<file path="src/rtl/rst_seq_ctrl.sv">
`default_nettype none
// ============================================================================
// Module   : rst_seq_ctrl
// Brief    : Reset sequencer. Holds all domain resets low, then releases them
//            one at a time (bit 0 first), with a REQ/ACK soft re-sequence.
//            Optional watchdog restart enabled by macro RST_SEQ_WDOG_EN.
// Revision : 1.0 - initial release
// ============================================================================
module rst_seq_ctrl #(
  parameter int NUM_DOMAINS   = 4,
  parameter int ASSERT_CYCLES = 16,
  parameter int GAP_CYCLES    = 8,
  parameter int CNT_W         = 8,
  parameter int WDOG_CYCLES   = 1024,
  parameter int WDOG_W        = 16
) (
  input  logic                   clk_i,
  input  logic                   rst_ni,
  input  logic                   soft_rst_req_i,
  input  logic                   wdog_kick_i,
  output logic [NUM_DOMAINS-1:0] dom_rst_n_o,
  output logic                   all_released_o,
  output logic                   busy_o,
  output logic                   soft_rst_ack_o,
  output logic                   wdog_expired_o
);

  localparam int IDX_W = (NUM_DOMAINS > 1) ? $clog2(NUM_DOMAINS) : 1;

  typedef enum logic [1:0] {
    ST_ASSERT  = 2'd0,
    ST_RELEASE = 2'd1,
    ST_RUN     = 2'd2
  } state_e;

  state_e                 state_q, state_d;
  logic [CNT_W-1:0]       cnt_q, cnt_d;
  logic [IDX_W-1:0]       idx_q, idx_d;
  logic [NUM_DOMAINS-1:0] dom_q, dom_d;
  logic                   all_rel_q, all_rel_d;
  logic                   busy_q, busy_d;
  logic                   ack_q, ack_d;
  logic                   wexp_q, wexp_d;
  logic                   w_wdog_fire;
  logic [NUM_DOMAINS-1:0] w_idx_onehot;

`ifdef RST_SEQ_WDOG_EN
  logic [WDOG_W-1:0] wdog_q, wdog_d;

  // Counter is held at zero outside RUN, so entering RUN always starts fresh.
  always_comb begin
    wdog_d      = '0;
    w_wdog_fire = 1'b0;
    if (state_q == ST_RUN && !wdog_kick_i) begin
      if (wdog_q == WDOG_W'(WDOG_CYCLES - 1)) begin
        w_wdog_fire = 1'b1;
      end else begin
        wdog_d = wdog_q + WDOG_W'(1);
      end
    end
  end

  always_ff @(posedge clk_i) begin
    if (!rst_ni) begin
      wdog_q <= '0;
    end else begin
      wdog_q <= wdog_d;
    end
  end
`else
  logic              unused_kick;
  logic [WDOG_W-1:0] unused_wdog_cfg;

  assign w_wdog_fire     = 1'b0;
  assign unused_kick     = wdog_kick_i;
  assign unused_wdog_cfg = WDOG_W'(WDOG_CYCLES - 1);
`endif

  always_comb begin
    w_idx_onehot = '0;
    for (int k = 0; k < NUM_DOMAINS; k++) begin
      w_idx_onehot[k] = (idx_q == IDX_W'(k));
    end
  end

  always_comb begin
    state_d   = state_q;
    cnt_d     = cnt_q;
    idx_d     = idx_q;
    dom_d     = dom_q;
    all_rel_d = all_rel_q;
    busy_d    = busy_q;
    ack_d     = ack_q;
    wexp_d    = 1'b0;

    // ACK drops on the first low REQ regardless of state.
    if (!soft_rst_req_i) begin
      ack_d = 1'b0;
    end

    case (state_q)
      ST_ASSERT: begin
        if (cnt_q == CNT_W'(ASSERT_CYCLES - 1)) begin
          state_d = ST_RELEASE;
          cnt_d   = '0;
        end else begin
          cnt_d = cnt_q + CNT_W'(1);
        end
      end
      ST_RELEASE: begin
        if (cnt_q == CNT_W'(GAP_CYCLES - 1)) begin
          cnt_d = '0;
          dom_d = dom_q | w_idx_onehot;
          idx_d = idx_q + IDX_W'(1);
          if (idx_q == IDX_W'(NUM_DOMAINS - 1)) begin
            idx_d     = '0;
            all_rel_d = 1'b1;
            busy_d    = 1'b0;
            state_d   = ST_RUN;
            if (soft_rst_req_i) begin
              ack_d = 1'b1;
            end
          end
        end else begin
          cnt_d = cnt_q + CNT_W'(1);
        end
      end
      ST_RUN: begin
        // A fresh request (ACK low) and a watchdog expiry share one restart.
        if ((soft_rst_req_i && !ack_q) || w_wdog_fire) begin
          state_d   = ST_ASSERT;
          cnt_d     = '0;
          idx_d     = '0;
          dom_d     = '0;
          all_rel_d = 1'b0;
          busy_d    = 1'b1;
          wexp_d    = w_wdog_fire;
        end
      end
      default: begin
        state_d = ST_ASSERT;
      end
    endcase
  end

  always_ff @(posedge clk_i) begin
    if (!rst_ni) begin
      state_q   <= ST_ASSERT;
      cnt_q     <= '0;
      idx_q     <= '0;
      dom_q     <= '0;
      all_rel_q <= 1'b0;
      busy_q    <= 1'b1;
      ack_q     <= 1'b0;
      wexp_q    <= 1'b0;
    end else begin
      state_q   <= state_d;
      cnt_q     <= cnt_d;
      idx_q     <= idx_d;
      dom_q     <= dom_d;
      all_rel_q <= all_rel_d;
      busy_q    <= busy_d;
      ack_q     <= ack_d;
      wexp_q    <= wexp_d;
    end
  end

  assign dom_rst_n_o    = dom_q;
  assign all_released_o = all_rel_q;
  assign busy_o         = busy_q;
  assign soft_rst_ack_o = ack_q;
  assign wdog_expired_o = wexp_q;

endmodule
`default_nettype wire

</file>
<file path="config.mk">
export PLATFORM = sky130hd
export DESIGN_NAME = rst_seq_ctrl
export DESIGN_NICKNAME = d
export VERILOG_FILES = /design/src/rtl/rst_seq_ctrl.sv
export SDC_FILE = /design/constraint.sdc
export NUM_CORES = 1
export LEC_CHECK = 0
export ABC_AREA = 1
export ABC_CLOCK_PERIOD_IN_PS = 1500
export CAP_MARGIN = 20
export CORE_MARGIN = 8
export CORE_UTILIZATION = 44
export DETAILED_ROUTE_END_ITERATION = 8
export PLACE_DENSITY = 0.76
export REMOVE_ABC_BUFFERS = 1
export SETUP_SLACK_MARGIN = 0.5
export SLEW_MARGIN = 25
export SYNTH_ARGS = -nofsm -noshare
export SYNTH_HDL_FRONTEND = slang
export SYNTH_SLANG_ARGS = --single-unit
</file>
<file path="constraint.sdc">
create_clock -name clk_i -period 1.5 [get_ports clk_i]
set_input_delay 0.3 -clock clk_i [delete_from_list [all_inputs] [get_ports clk_i]]
set_output_delay 0.3 -clock clk_i [all_outputs]
set_load 0.005 [all_outputs]
</file>
==> results.sh <==
export IMPL_period_needed_ps=1374
export IMPL_synth_compound_area_frac=0.08511
export IMPL_area_growth_pct=46.93
export IMPL_hold_violations=0
export IMPL_yosysUniqueCellTypes=26
export IMPL_drive_gt1_frac=0.5266
export IMPL_numCtsBuffers=3
export IMPL_ys_ff_latch=19
export IMPL_drc_errors=0
export IMPL_worst_slack_ps=125.7
export IMPL_grt_setup_unrepaired="yes"
export IMPL_arrival_ps=1570
export IMPL_via_per_inst=4.990
export IMPL_netSwitchingFraction=0.2473
export IMPL_synth_cells=142
export IMPL_cellLeakagePower_nw=0.6463
export IMPL_die_w_um=65.05
export IMPL_crit_required_ps=1690
export IMPL_antenna_cells=0
export IMPL_core_area_um2=2255
export IMPL_grt_pass1_wl_mm=4.133
export IMPL_fin_cells=197
export IMPL_post_route_period_util=0.9162
export IMPL_p_per_area_nw_per_um2=555.3
export IMPL_dp_slack_ps=-139.4
export IMPL_yosys_area_share_simple=0.3121
export IMPL_drt_iter0_markers=47
export IMPL_synthTopCellsByArea="dfxtp_1, ha_1, nand2_1"
export IMPL_antenna_found_initial=0
export IMPL_grt_overflow_total=0
export IMPL_nFillCells=171
export IMPL_clkLatencyLatePin_ps=310
export IMPL_grt_pass1_vias=945
export IMPL_track_usage=0.1211
export IMPL_num_io_pins=12
export IMPL_yosysMostFrequentCell="nand2_1"
export IMPL_wl_per_cell_um=12.93
export IMPL_fin_nets=184
export IMPL_hp_class="reg -> reg"
export IMPL_cap_violations=0
export IMPL_cp_max_fo=6
export IMPL_synth_edff_count=0
export IMPL_dieArea_um2=4232
export IMPL_crit_type="reg -> reg"
export IMPL_finalInstanceArea_um2=1555
export IMPL_start_util=0.4695
export IMPL_drv_slew=0
export IMPL_crit_path_end_kind="register"
export IMPL_synth_area_um2=1059
export IMPL_relSlewSlack=0.6446
export IMPL_ant_nets=0
export IMPL_peakVddDrop_uv=495.7
export IMPL_synth_area_per_cell_um2=7.454
export IMPL_place_hpwl_mm=1.505
export IMPL_seqPwrFrac=0.601
export IMPL_ys_warn_count=0
export IMPL_place_area_um2=1201
export IMPL_vias=983
export IMPL_dr_pass1_iters=4
export IMPL_cts_tree="done"
export IMPL_intPower_mw=0.6500
export IMPL_io_buffers=9
export IMPL_ctsLongestPathBuffers=2
export IMPL_status="finished, final reports clean"
export IMPL_switchingPower_mw=0.2136
export IMPL_cts_root_buf="clkbuf_4"
export IMPL_hold_ws_ps=457.1
export IMPL_synth_top_area_frac=0.3593
export IMPL_synth_fa_ha_area_frac=0.1182
export IMPL_synth_xor_area_share=0.03310
export IMPL_fin_skew_ps=19.68
export IMPL_report_final_setup_viol=0
export IMPL_async_reset_ff_frac=0
export IMPL_critPathLaunchType="register"
export IMPL_worstMarginPinSlew_ps=531.5
export IMPL_fmax_mhz=727.6
export IMPL_die_h_um=65.05
export IMPL_synthTopCellsByCount="nand2_1, dfxtp_1, inv_1"
export IMPL_path_clk_slew_ps=120
export IMPL_core_rowCount=17
export IMPL_seq_area_frac_synth=0.3593
export IMPL_synthMuxAreaShare=0
export IMPL_gp_congestion=0.8004
export IMPL_p_clk_frac=0.311
export IMPL_finalWirelength_mm=2.548
export IMPL_p_comb_frac=0.088
export IMPL_synth_top_area_cell="dfxtp_1"
export IMPL_h_tree_depth=1
export IMPL_grt_max_degree=11
export IMPL_synth_ff_type="dfxtp_1"
export IMPL_synth_top_family_by_area="simple AND/OR/NAND/NOR gates"
export IMPL_dp_cells=181
export IMPL_cts_sinks=19
==> final timing paths <==
| check | startpoint | endpoint | slack [ps] | depth (start not counted) |
|---|---|---|---|---|
| max | state_q[0] | cnt_q[7] | 130 | 8 |
| min reg2reg | dom_rst_n_o[3] | dom_rst_n_o[3] | 460 | 2 |
| min | dom_rst_n_o[3] | dom_rst_n_o[3] | 460 | 2 |
| max reg2reg | state_q[0] | cnt_q[7] | 130 | 8 |
==> kinds of logic after synthesis <==
logic type | after synthesis
adder cells (fa/ha/maj) | 10
XOR/XNOR | 4
AO/OA/AOI/OAI | 17
flip-flops | 19
buffers and inverters | 23
other | 1
AND/OR/NAND/NOR | 68
==> per-stage QoR <==
step / util / TNS [ps] / power, mW
after detailed placement: 0.5327 / -1408 / 0.5742
after CTS: 0.6426 / 0 / 0.8591
final: 0.6898 / 0 / 0.8636
after global placement: 0.5327 / -1303 / 0.5722
after global routing: 0.6898 / 0 / 0.9037
after floorplan: - / 0 / 0.5572
==> cell usage in the layout (no fill, tap or decap), drive strengths merged <==
| cell | count |
|---|---|
| a21oi | 13 |
| a31oi | 1 |
| buf | 23 |
| clkbuf | 4 |
| clkdlybuf4s50 | 2 |
| clkinv | 1 |
| conb | 1 |
| dfxtp | 19 |
| ha | 10 |
| inv | 20 |
| nand2 | 35 |
| nand3 | 9 |
| nand4 | 1 |
| nor2 | 21 |
| nor3 | 1 |
| o21ai | 3 |
| or2 | 1 |
| xnor2 | 2 |
| xor2 | 2 |
==> flip-flops by register name, summed over array words and instances, names as in the netlist <==
signal / cells
idx_q: 2
dom_rst_n_o: 4
all_released_o: 1
cnt_q: 8
state_q: 2
soft_rst_ack_o: 1
busy_o: 1
==> worst max-delay path, cell delays in order (launching register included) <==
cell	delay, ps
dfxtp_4	400
inv_4	50
buf_6	120
ha_4	260
nor2_1	40
nor2_1	120
nand2_2	100
nand2_4	100
nor2_1	60
==> timing repair <==
| item | 4_1_cts | 5_1_grt |
|---|---|---|
| resized for setup | 86 | 17 |
| pin swaps | 15 | 11 |
| endpoints found under the setup margin | 26 | 26 |
| cloned | 0 | 0 |
| setup buffers | 7 | 5 |
| hold buffers | 0 | 0 |
==> layout make-up <==
class / instances / area, um^2 / share of cell area
clock buffer: 4 / 26.28 / 0.01689
sequential: 19 / 400.4 / 0.2574
timing repair buffer: 25 / 215.2 / 0.1384
inverter: 21 / 91.34 / 0.05873
tap: 28 / 35.03 / 0.02253
multi-input combinational: 100 / 787.0 / 0.5060
==> routing by layer <==
layer	track usage	vias up	routed length, um
li1	-	491	-
met1	0.1340	475	1040
met2	0.2062	12	1393
met3	0.04467	5	90
met4	0.04632	0	24
met5	0	-	0
==> power by group through the flow <==
stage | clock network (mW) | registers, mW | logic (mW)
after floorplan | 0 | 0.529 | 0.0282
after global placement | 0 | 0.530 | 0.0423
after detailed placement | 0 | 0.530 | 0.0438
after CTS | 0.277 | 0.518 | 0.0640
after global routing | 0.300 | 0.520 | 0.0833
final | 0.269 | 0.519 | 0.0759
Note: power is estimated with default switching activity, not from simulation.
